==> src/rtl/frwd_unit.sv <==
// ---------------------------------------------------------------------------
// frwd_unit -- EX-stage operand forwarding and load-use stall control.
//
// Decodes in ID which producer (EX or MEM) should feed each EX source operand
// and registers the selects as the ID instruction moves into EX. A load in EX
// that feeds the ID instruction causes a single bubble. During the bubble the
// load moves to MEM, and its data is then forwarded from MEM/WB.
//
// Ports
//   clk            clock, rising edge
//   rst            synchronous reset, active-low
//   ifidRs/Rt      ID source register numbers (4 bits)
//   ifidUsesRs/Rt  ID source-read flags
//   ifidValid      ID slot holds a real instruction
//   idexRd         EX destination register
//   idexRegWrite   EX write flag
//   idexInstrType  EX instruction type code (4'd2 = load)
//   exmemRd        MEM destination register
//   exmemRegWrite  MEM write flag
//   memStall       global freeze from the memory system
//   frwdSelA/B     registered operand selects: 00 ID/EX, 01 EX/MEM, 10 MEM/WB
//   frwdEnB        registered; 1 when frwdSelB overrides the ALU-B select
//   pcWrite        combinational PC write enable
//   ifidWrite      combinational IF/ID write enable
//   idexFlush      combinational ID/EX flush (inserts bubble)
//   stallCount     number of load-use stalls (16 bits)
//
// Configuration
//   FRWD_STALL_STATS_EN  when defined, stallCount counts IDLE->LDSTALL
//                        transitions and saturates at 16'hFFFF. When undefined,
//                        stallCount is tied to 0 and no counter register exists.
// ---------------------------------------------------------------------------
module frwd_unit (
  input  logic        clk,
  input  logic        rst,
  input  logic [3:0]  ifidRs,
  input  logic [3:0]  ifidRt,
  input  logic        ifidUsesRs,
  input  logic        ifidUsesRt,
  input  logic        ifidValid,
  input  logic [3:0]  idexRd,
  input  logic        idexRegWrite,
  input  logic [3:0]  idexInstrType,
  input  logic [3:0]  exmemRd,
  input  logic        exmemRegWrite,
  input  logic        memStall,
  output logic [1:0]  frwdSelA,
  output logic [1:0]  frwdSelB,
  output logic        frwdEnB,
  output logic        pcWrite,
  output logic        ifidWrite,
  output logic        idexFlush,
  output logic [15:0] stallCount
);

  typedef enum logic {
    IDLE    = 1'b0,
    LDSTALL = 1'b1
  } state_t;

  localparam logic [1:0] SEL_IDEX  = 2'b00;
  localparam logic [1:0] SEL_EXMEM = 2'b01;
  localparam logic [1:0] SEL_MEMWB = 2'b10;
  localparam logic [3:0] TYPE_LOAD = 4'd2;

  // The nearest producer wins. The instruction in EX is younger than the one
  // in MEM, so its result supersedes the MEM result.
  function automatic logic [1:0] pick_sel(input logic ex_hit, input logic mem_hit);
    if (ex_hit)
      return SEL_EXMEM;
    else if (mem_hit)
      return SEL_MEMWB;
    else
      return SEL_IDEX;
  endfunction

  state_t     state, state_nxt;
  logic [1:0] selA_p1, selB_p1;
  logic       enB_p1;
  logic [1:0] selA_nxt, selB_nxt;

  // ID stage: source/producer match. r0 is hard-wired, so it is never forwarded.
  logic rs_ex, rt_ex, rs_mem, rt_mem;
  logic load_in_ex, hazard;

  always_comb begin
    rs_ex  = ifidValid && ifidUsesRs && idexRegWrite  && (ifidRs == idexRd)  && (ifidRs != 4'd0);
    rt_ex  = ifidValid && ifidUsesRt && idexRegWrite  && (ifidRt == idexRd)  && (ifidRt != 4'd0);
    rs_mem = ifidValid && ifidUsesRs && exmemRegWrite && (ifidRs == exmemRd) && (ifidRs != 4'd0);
    rt_mem = ifidValid && ifidUsesRt && exmemRegWrite && (ifidRt == exmemRd) && (ifidRt != 4'd0);
    load_in_ex = (idexInstrType == TYPE_LOAD) && idexRegWrite;
    hazard     = load_in_ex && (rs_ex || rt_ex);
  end

  // Control: next state, pipeline enables and the selects to register.
  always_comb begin
    state_nxt = state;
    selA_nxt  = selA_p1;
    selB_nxt  = selB_p1;
    pcWrite   = 1'b1;
    ifidWrite = 1'b1;
    idexFlush = 1'b0;
    if (rst) begin
      if (memStall) begin
        // Whole pipeline is frozen. Hold everything and do not inject a bubble.
        pcWrite   = 1'b0;
        ifidWrite = 1'b0;
      end else begin
        case (state)
          IDLE: begin
            if (hazard) begin
              pcWrite   = 1'b0;
              ifidWrite = 1'b0;
              idexFlush = 1'b1;
              selA_nxt  = SEL_IDEX;
              selB_nxt  = SEL_IDEX;
              state_nxt = LDSTALL;
            end else begin
              selA_nxt = pick_sel(rs_ex, rs_mem);
              selB_nxt = pick_sel(rt_ex, rt_mem);
            end
          end
          LDSTALL: begin
            // EX holds the bubble. Hazard detection is skipped here, and the
            // load is now seen through exmemRd.
            selA_nxt  = pick_sel(rs_ex, rs_mem);
            selB_nxt  = pick_sel(rt_ex, rt_mem);
            state_nxt = IDLE;
          end
          default: state_nxt = IDLE;
        endcase
      end
    end
  end

  // ID -> EX boundary: selects are aligned with the ID/EX register.
  always_ff @(posedge clk) begin
    if (!rst) begin
      state   <= IDLE;
      selA_p1 <= SEL_IDEX;
      selB_p1 <= SEL_IDEX;
      enB_p1  <= 1'b0;
    end else begin
      state   <= state_nxt;
      selA_p1 <= selA_nxt;
      selB_p1 <= selB_nxt;
      enB_p1  <= (selB_nxt != SEL_IDEX);
    end
  end

  assign frwdSelA = selA_p1;
  assign frwdSelB = selB_p1;
  assign frwdEnB  = enB_p1;

`ifdef FRWD_STALL_STATS_EN
  function automatic logic [15:0] sat_inc(input logic [15:0] v);
    if (v == 16'hFFFF)
      return v;
    else
      return v + 16'd1;
  endfunction

  logic [15:0] cnt_p1;
  logic        stall_start;

  always_comb stall_start = rst && !memStall && (state == IDLE) && hazard;

  always_ff @(posedge clk) begin
    if (!rst)
      cnt_p1 <= 16'd0;
    else if (stall_start)
      cnt_p1 <= sat_inc(cnt_p1);
  end

  assign stallCount = cnt_p1;
`else
  assign stallCount = 16'd0;
`endif

endmodule

==> config.mk <==
export PLATFORM = sky130hd
export DESIGN_NAME = frwd_unit
export DESIGN_NICKNAME = d
export VERILOG_FILES = /design/src/rtl/frwd_unit.sv
export SDC_FILE = /design/constraint.sdc
export NUM_CORES = 1
export LEC_CHECK = 0
export BUFFER_PORTS_ARGS = -buffer_cell sky130_fd_sc_hd__clkbuf_2
export CORE_UTILIZATION = 28
export DETAILED_ROUTE_END_ITERATION = 8
export SLEW_MARGIN = 20
export SYNTH_ARGS = -nofsm -noshare
export SYNTH_HDL_FRONTEND = slang
export SYNTH_SLANG_ARGS = --single-unit
export TNS_END_PERCENT = 10
==> constraint.sdc <==
create_clock -name clk -period 2.3 [get_ports clk]
set_input_delay 0.69 -clock clk [delete_from_list [all_inputs] [get_ports clk]]
set_output_delay 0.69 -clock clk [all_outputs]
set_load 0.02 [all_outputs]
==> out/qor.txt, run 1 <==
Psw: 0.127 mW
most frequent cells in the layout: clkbuf_2, conb_1, buf_4
sw frac: 36.1%
largest net degree at the start of global routing: 9
CP Launch Type: input port
CTS Hold Bufs: 0
CTS tree: built
mux share of post-synthesis cell area: 0%
final hold viol count: 0
final-report setup violation count: 3
Req. time, crit path: 1.61 ns
via-per-instance ratio: 4.35
grt ovf: 0
largest cells by area after synthesis: buf_4, dfxtp_1, xnor2_1
Die Y: 50.0 µm
run status: complete, but fails checks
post-synth top area share: 19.8%
largest fanout on the critical path: 3
vias: 688
Setup CP Type: in2out
Seq/Total Area, Yosys: 18.6%
Core ar.: 0.00219 mm²
combinational share of power: 39.9%
worst slack, placed: -0.439 ns
hold_sp: frwdSelA[1]
Pint: 0.224 mW
initial core utilization: 29.4%
Synth Area in Compound Gates: 10.3%
Core Util, Final: 46.0%
hpwl dp: 1530 µm
Syn. warnings: 0
# DRC: 0
Num CTS Buffers: 3
Antenna Nets Post-Route: 0
CTS resizes: 1
number of global-route vias before repair: 667
clock power share: 30.2%
die width: 50.0 µm
XOR/XNOR Fraction of Synth Area: 21.7%
area leader, netlist: buf_4
worst hold slack: 0.468 ns
main combinational cell family by area after synthesis: simple AND/OR/NAND/NOR gates
Max clock buf depth: 2
final worst slack: -0.350 ns
post-synthesis instance total: 81
final slew viol count: 0
cell leakage power: 0.444 nW
setup repair bufs after CTS: 0
RSZ-0062 raised after global routing: yes
Final GP Congestion: 0.781
most common cell after layout, fill and taps aside: clkbuf_2
Critical R2R Launch: state
row count: 17
H-tree depth: 1
Mean Syn Cell Area: 7.96 µm²
period utilisation layout: 115%
post-synthesis register bit count: 6
initial antenna violation count: 0
Power Density: 348 mW/mm²
Synth cell types: 25
crit path from: idexRd[0]
Arr. time, crit path: 1.96 ns
VDD IR max: 0.224 mV
io pins: 52
failing checks: negative setup slack
TritonCTS Sinks: 6
hold crit path type: reg2reg
adder-cell share of the synthesized area: 0%
crit end category: output pin
diodes inserted: 0
TritonRoute pass-1 iters: 4
Setup Skew: 0.00318 ns
Sequential Power Share: 29.8%
input/output buffers: 35
fmax: 377 MHz
Worst-Skew Late Latency: 0.25 ns
Period minus WS final: 2.65 ns
Worst-path clk slew: 0.05 ns
GRT Util Overall: 14.8%
Post-Synth Simple-Gate Area: 27.8%
clock root buffer: clkbuf_4
share of cells above drive strength 1: 47.7%
die area: 0.00250 mm²
global-route wire length before repair: 2800 µm
routed wire length: 1710 µm
Mapped Area: 644 µm²
wire length per cell: 10.8 µm
Max-Cap Viols: 0
Iteration-0 DRC Markers: 7
nets@finish: 160
Synth-to-Final Area Change: 56.3%
-- metrics by stage --
stage	TNS [ns]	power [mW]	std cells	area (µm²)
final	-0.912	0.351	158	1010
after global routing	-1.18	0.373	158	1010
after CTS	-1.00	0.353	158	998
after detailed placement	-1.11	0.244	155	968
after global placement	-0.996	0.242	155	968
after floorplan	-0.257	0.201	96	772
-- layer usage --
layer / part of all wire (%) / track usage, %
met1: 44 / 18.2
met2: 50 / 25.7
met3: 4.1 / 1.85
met4: 1.6 / 6.19
met5: 0 / 0
-- kinds of logic (layout without fill, tap and decap cells) --
logic type             count (synthesis)  count (layout)
AND/OR/NAND/NOR                       29              29
flip-flops                             6               6
AO/OA/AOI/OAI                         10              10
XOR/XNOR                              16              16
buffers and inverters                 19              53
other                                  1              16
-- layout make-up --
class                           instances  area [µm²]
Fill cell                             226        1180
Clock buffer                            3        22.5
Multi-Input combinational cell         71         524
Tap cell                               28        35.0
Sequential cell                         6         120
Timing Repair Buffer                   49         302
Inverter                                1        3.75
-- critical path, stage by stage --
cell and delay (ns):
clkbuf_2 0.11, xnor2_2 0.17, nand4_1 0.18, nor4_4 0.34, nor2_4 0.08, nor4b_4 0.21
buf_4 0.17
-- path summary, 6_finish.rpt --
check	endpoint	slack (ns)	cells past startpoint
setup / recovery	idexFlush	-0.35	7
hold / removal	frwdSelA[1]	0.47	2
setup reg to reg	frwdSelA[0]	1.05	6
hold reg to reg	frwdSelA[1]	0.47	2
-- sequential cells by signal, summed over array words and instances (netlist names) --
name	flops
frwdSelA	2
frwdEnB	1
frwdSelB	2
state	1
-- power groups by stage --
| stage | clock (mW) | sequential [mW] | combinational [mW] |
|---|---|---|---|
| 6_report | 0.106 | 0.105 | 0.140 |
| 5_1_grt | 0.116 | 0.104 | 0.152 |
| 4_1_cts | 0.109 | 0.105 | 0.140 |
| 3_5_place_dp | 0 | 0.107 | 0.138 |
| 3_3_place_gp | 0 | 0.107 | 0.135 |
| 2_1_floorplan | 0 | 0.107 | 0.0939 |
-- synth_stat cells --
| cell type | n |
|---|---|
| inv_1 | 1 |
| nor4_2 | 3 |
| dfxtp_1 | 6 |
| clkbuf_1 | 1 |
| conb_1 | 1 |
| nor2_1 | 5 |
| nor3_1 | 1 |
| nand2b_1 | 1 |
| buf_4 | 17 |
| a2bb2oi_1 | 1 |
| nor4b_2 | 1 |
| nand4_1 | 3 |
| nand4bb_1 | 1 |
| a211o_1 | 1 |
| xnor2_1 | 13 |
| o21ai_0 | 2 |
| nand3_1 | 2 |
| a211o_2 | 1 |
| nand3b_1 | 1 |
| xor2_1 | 3 |
| a21oi_1 | 3 |
| nor4_1 | 3 |
| nand2_1 | 8 |
| a31oi_1 | 1 |
| a22oi_1 | 1 |
(Power assumes the default switching activity.)
==> run 2, diff against run 1 <==
==> constraint.sdc (replaced) <==
create_clock -name clk -period 2.4 [get_ports clk]
set_input_delay 0.72 -clock clk [delete_from_list [all_inputs] [get_ports clk]]
set_output_delay 0.72 -clock clk [all_outputs]
set_load 0.02 [all_outputs]
==> out/qor.txt, run 2 (synthesis gave the netlist of run 1 again) <==
Die Y: 50.0 µm (unchanged)
CTS tree: built
row count: 17 (unchanged)
grt ovf: 0 (unchanged)
area of the multi-input gates: 543 µm² (+3.6%)
Req. time, crit path: 1.68 ns (+0.07 ns)
Synth-to-Final Area Change: 67.8%
CP Cell Sequence: clkbuf_2 > xnor2_1 > nand4_1 > nor4_4 > nor2_4 > buf_12 > a2bb2oi_4 > clkbuf_2
wire length per cell: 10.7 µm (-1.6%)
VDD IR max: 0.310 mV (+38%)
hold crit path type: reg2reg
Worst-Skew Late Latency: 0.25 ns (about the same)
Max clock buf depth: 2 (unchanged)
final slew viol count: 0 (unchanged)
die area: 0.00250 mm² (unchanged)
flop-to-flop setup slack: 1.14 ns (+0.09 ns)
crit end category: output pin
diodes inserted: 0 (unchanged)
global-route wire length before repair: 2930 µm (+4.4%)
Max-Cap Viols: 0 (unchanged)
most used cell along the critical path: clkbuf_2
largest fanout on the critical path: 3 (unchanged)
CTS Hold Bufs: 0 (unchanged)
final worst slack: -0.420 ns (-0.0704 ns)
via-per-instance ratio: 4.31 (-1.1%)
period utilisation layout: 118%
Critical R2R Launch: state
hpwl dp: 1500 µm (-1.8%)
hold_sp: frwdSelA[1]
Slowest cell on crit path: nor4_4
final-report setup violation count: 3 (unchanged)
CP delay by family, top: simple AND/OR/NAND/NOR gates
Worst-path clk slew: 0.04 ns (about the same)
final hold viol count: 0 (unchanged)
fill count: 225 (-0.44%)
CP Depth: 8 (+1)
die width: 50.0 µm (unchanged)
cell leakage power: 0.476 nW (+7.1%)
max incr delay on CP: 0.40 ns (+0.06 ns)
Antenna Nets Post-Route: 0 (unchanged)
run status: complete, but fails checks
failing checks: negative setup slack
worst hold slack: 0.465 ns (-0.00331 ns)
initial core utilization: 29.4% (unchanged)
most common cell after layout, fill and taps aside: clkbuf_2
CP Launch Type: input port
TritonCTS Sinks: 6 (unchanged)
most frequent cells in the layout: clkbuf_2, conb_1, buf_4
crit path to: ifidWrite
H-tree depth: 1 (unchanged)
clock root buffer: clkbuf_4
vias: 689 (+0.15%)
worst r2r path cells: 6 (unchanged)
fmax: 355 MHz
input/output buffers: 35 (unchanged)
setup TNS: -1.23 ns (-0.317 ns)
Final GP Congestion: 0.758 (-3.0%)
largest net degree at the start of global routing: 12 (+3)
crit path from: idexRd[2]
initial antenna violation count: 0 (unchanged)
Period minus WS final: 2.82 ns
io pins: 52 (unchanged)
# DRC: 0 (unchanged)
routed wire length: 1700 µm (-0.35%)
Core ar.: 0.00219 mm² (unchanged)
Setup Skew: 0.00840 ns (+0.00522 ns)
CP bufs+invs: 3 (+1)
GRT Util Overall: 14.9% (+0.12 points)
worst slack, placed: -0.385 ns (+0.0543 ns)
Arr. time, crit path: 2.10 ns (+0.14 ns)
RSZ-0062 raised after global routing: yes
Num CTS Buffers: 3 (unchanged)
RR Endpoint: frwdSelA[0]
Core Util, Final: 49.3% (+3.4 points)
Iteration-0 DRC Markers: 6 (-1)
share of cells above drive strength 1: 49.2% (+1.6 points)
number of global-route vias before repair: 697 (+4.5%)
Power Density: 314 mW/mm² (-9.9%)
flip-flop and latch area: 120 µm² (unchanged)
nets@finish: 162 (+1.3%)
Setup CP Type: in2out
TritonRoute pass-1 iters: 2 (-2)
run 2: timing repair:
item	CTS	global route
pin swaps	0	6
setup endpoints to repair	3	3
buffers inserted	0	3
gates resized for setup	2	19
run 2: per-layer routing:
metal  track usage (%)  wire length, µm  share of wire (%)
met3              4.94              106                6.2
met1              18.5              702                 41
met4              1.90                0                  0
met2              25.5              895                 53
met5                 0                0                  0
run 2: metrics by stage:
step	instances	total power, mW	cell area (µm²)
detailed placement	154	0.232	961
CTS	157	0.331	993
global route	160	0.362	1080
floorplan	96	0.193	772
finish	160	0.339	1080
global placement	154	0.230	961
run 2: layout make-up:
cell class	instances	share of cell area [%]
well taps	28	3.24
multi-input cells	71	50.2
repair buffers	51	33.0
clock buffers	3	2.08
inverters	1	0.347
flip-flops and latches	6	11.1
run 2: where the power goes:
group | total (mW) | internal, mW | switching [mW]
clock network | 0.0943 | 0.0566 | 0.0376
registers | 0.100 | 0.100 | 0.000167
logic | 0.144 | 0.0662 | 0.0780
total | 0.339 | 0.223 | 0.116
run 2: worst min path at each step:
stage | endpoint | slack, ns | depth (start not counted)
floorplan | state | 0.45 | 2
global placement | frwdSelA[1] | 0.46 | 2
detailed placement | frwdSelA[1] | 0.45 | 2
CTS | frwdSelA[1] | 0.47 | 2
global route | frwdSelA[1] | 0.51 | 2
finish | frwdSelA[1] | 0.46 | 2
run 2: tightest hold or removal path, stage by stage, from the launching register on:
cell and delay, ns:
dfxtp_1 0.30, nand2_1 0.06, a21oi_1 0.05
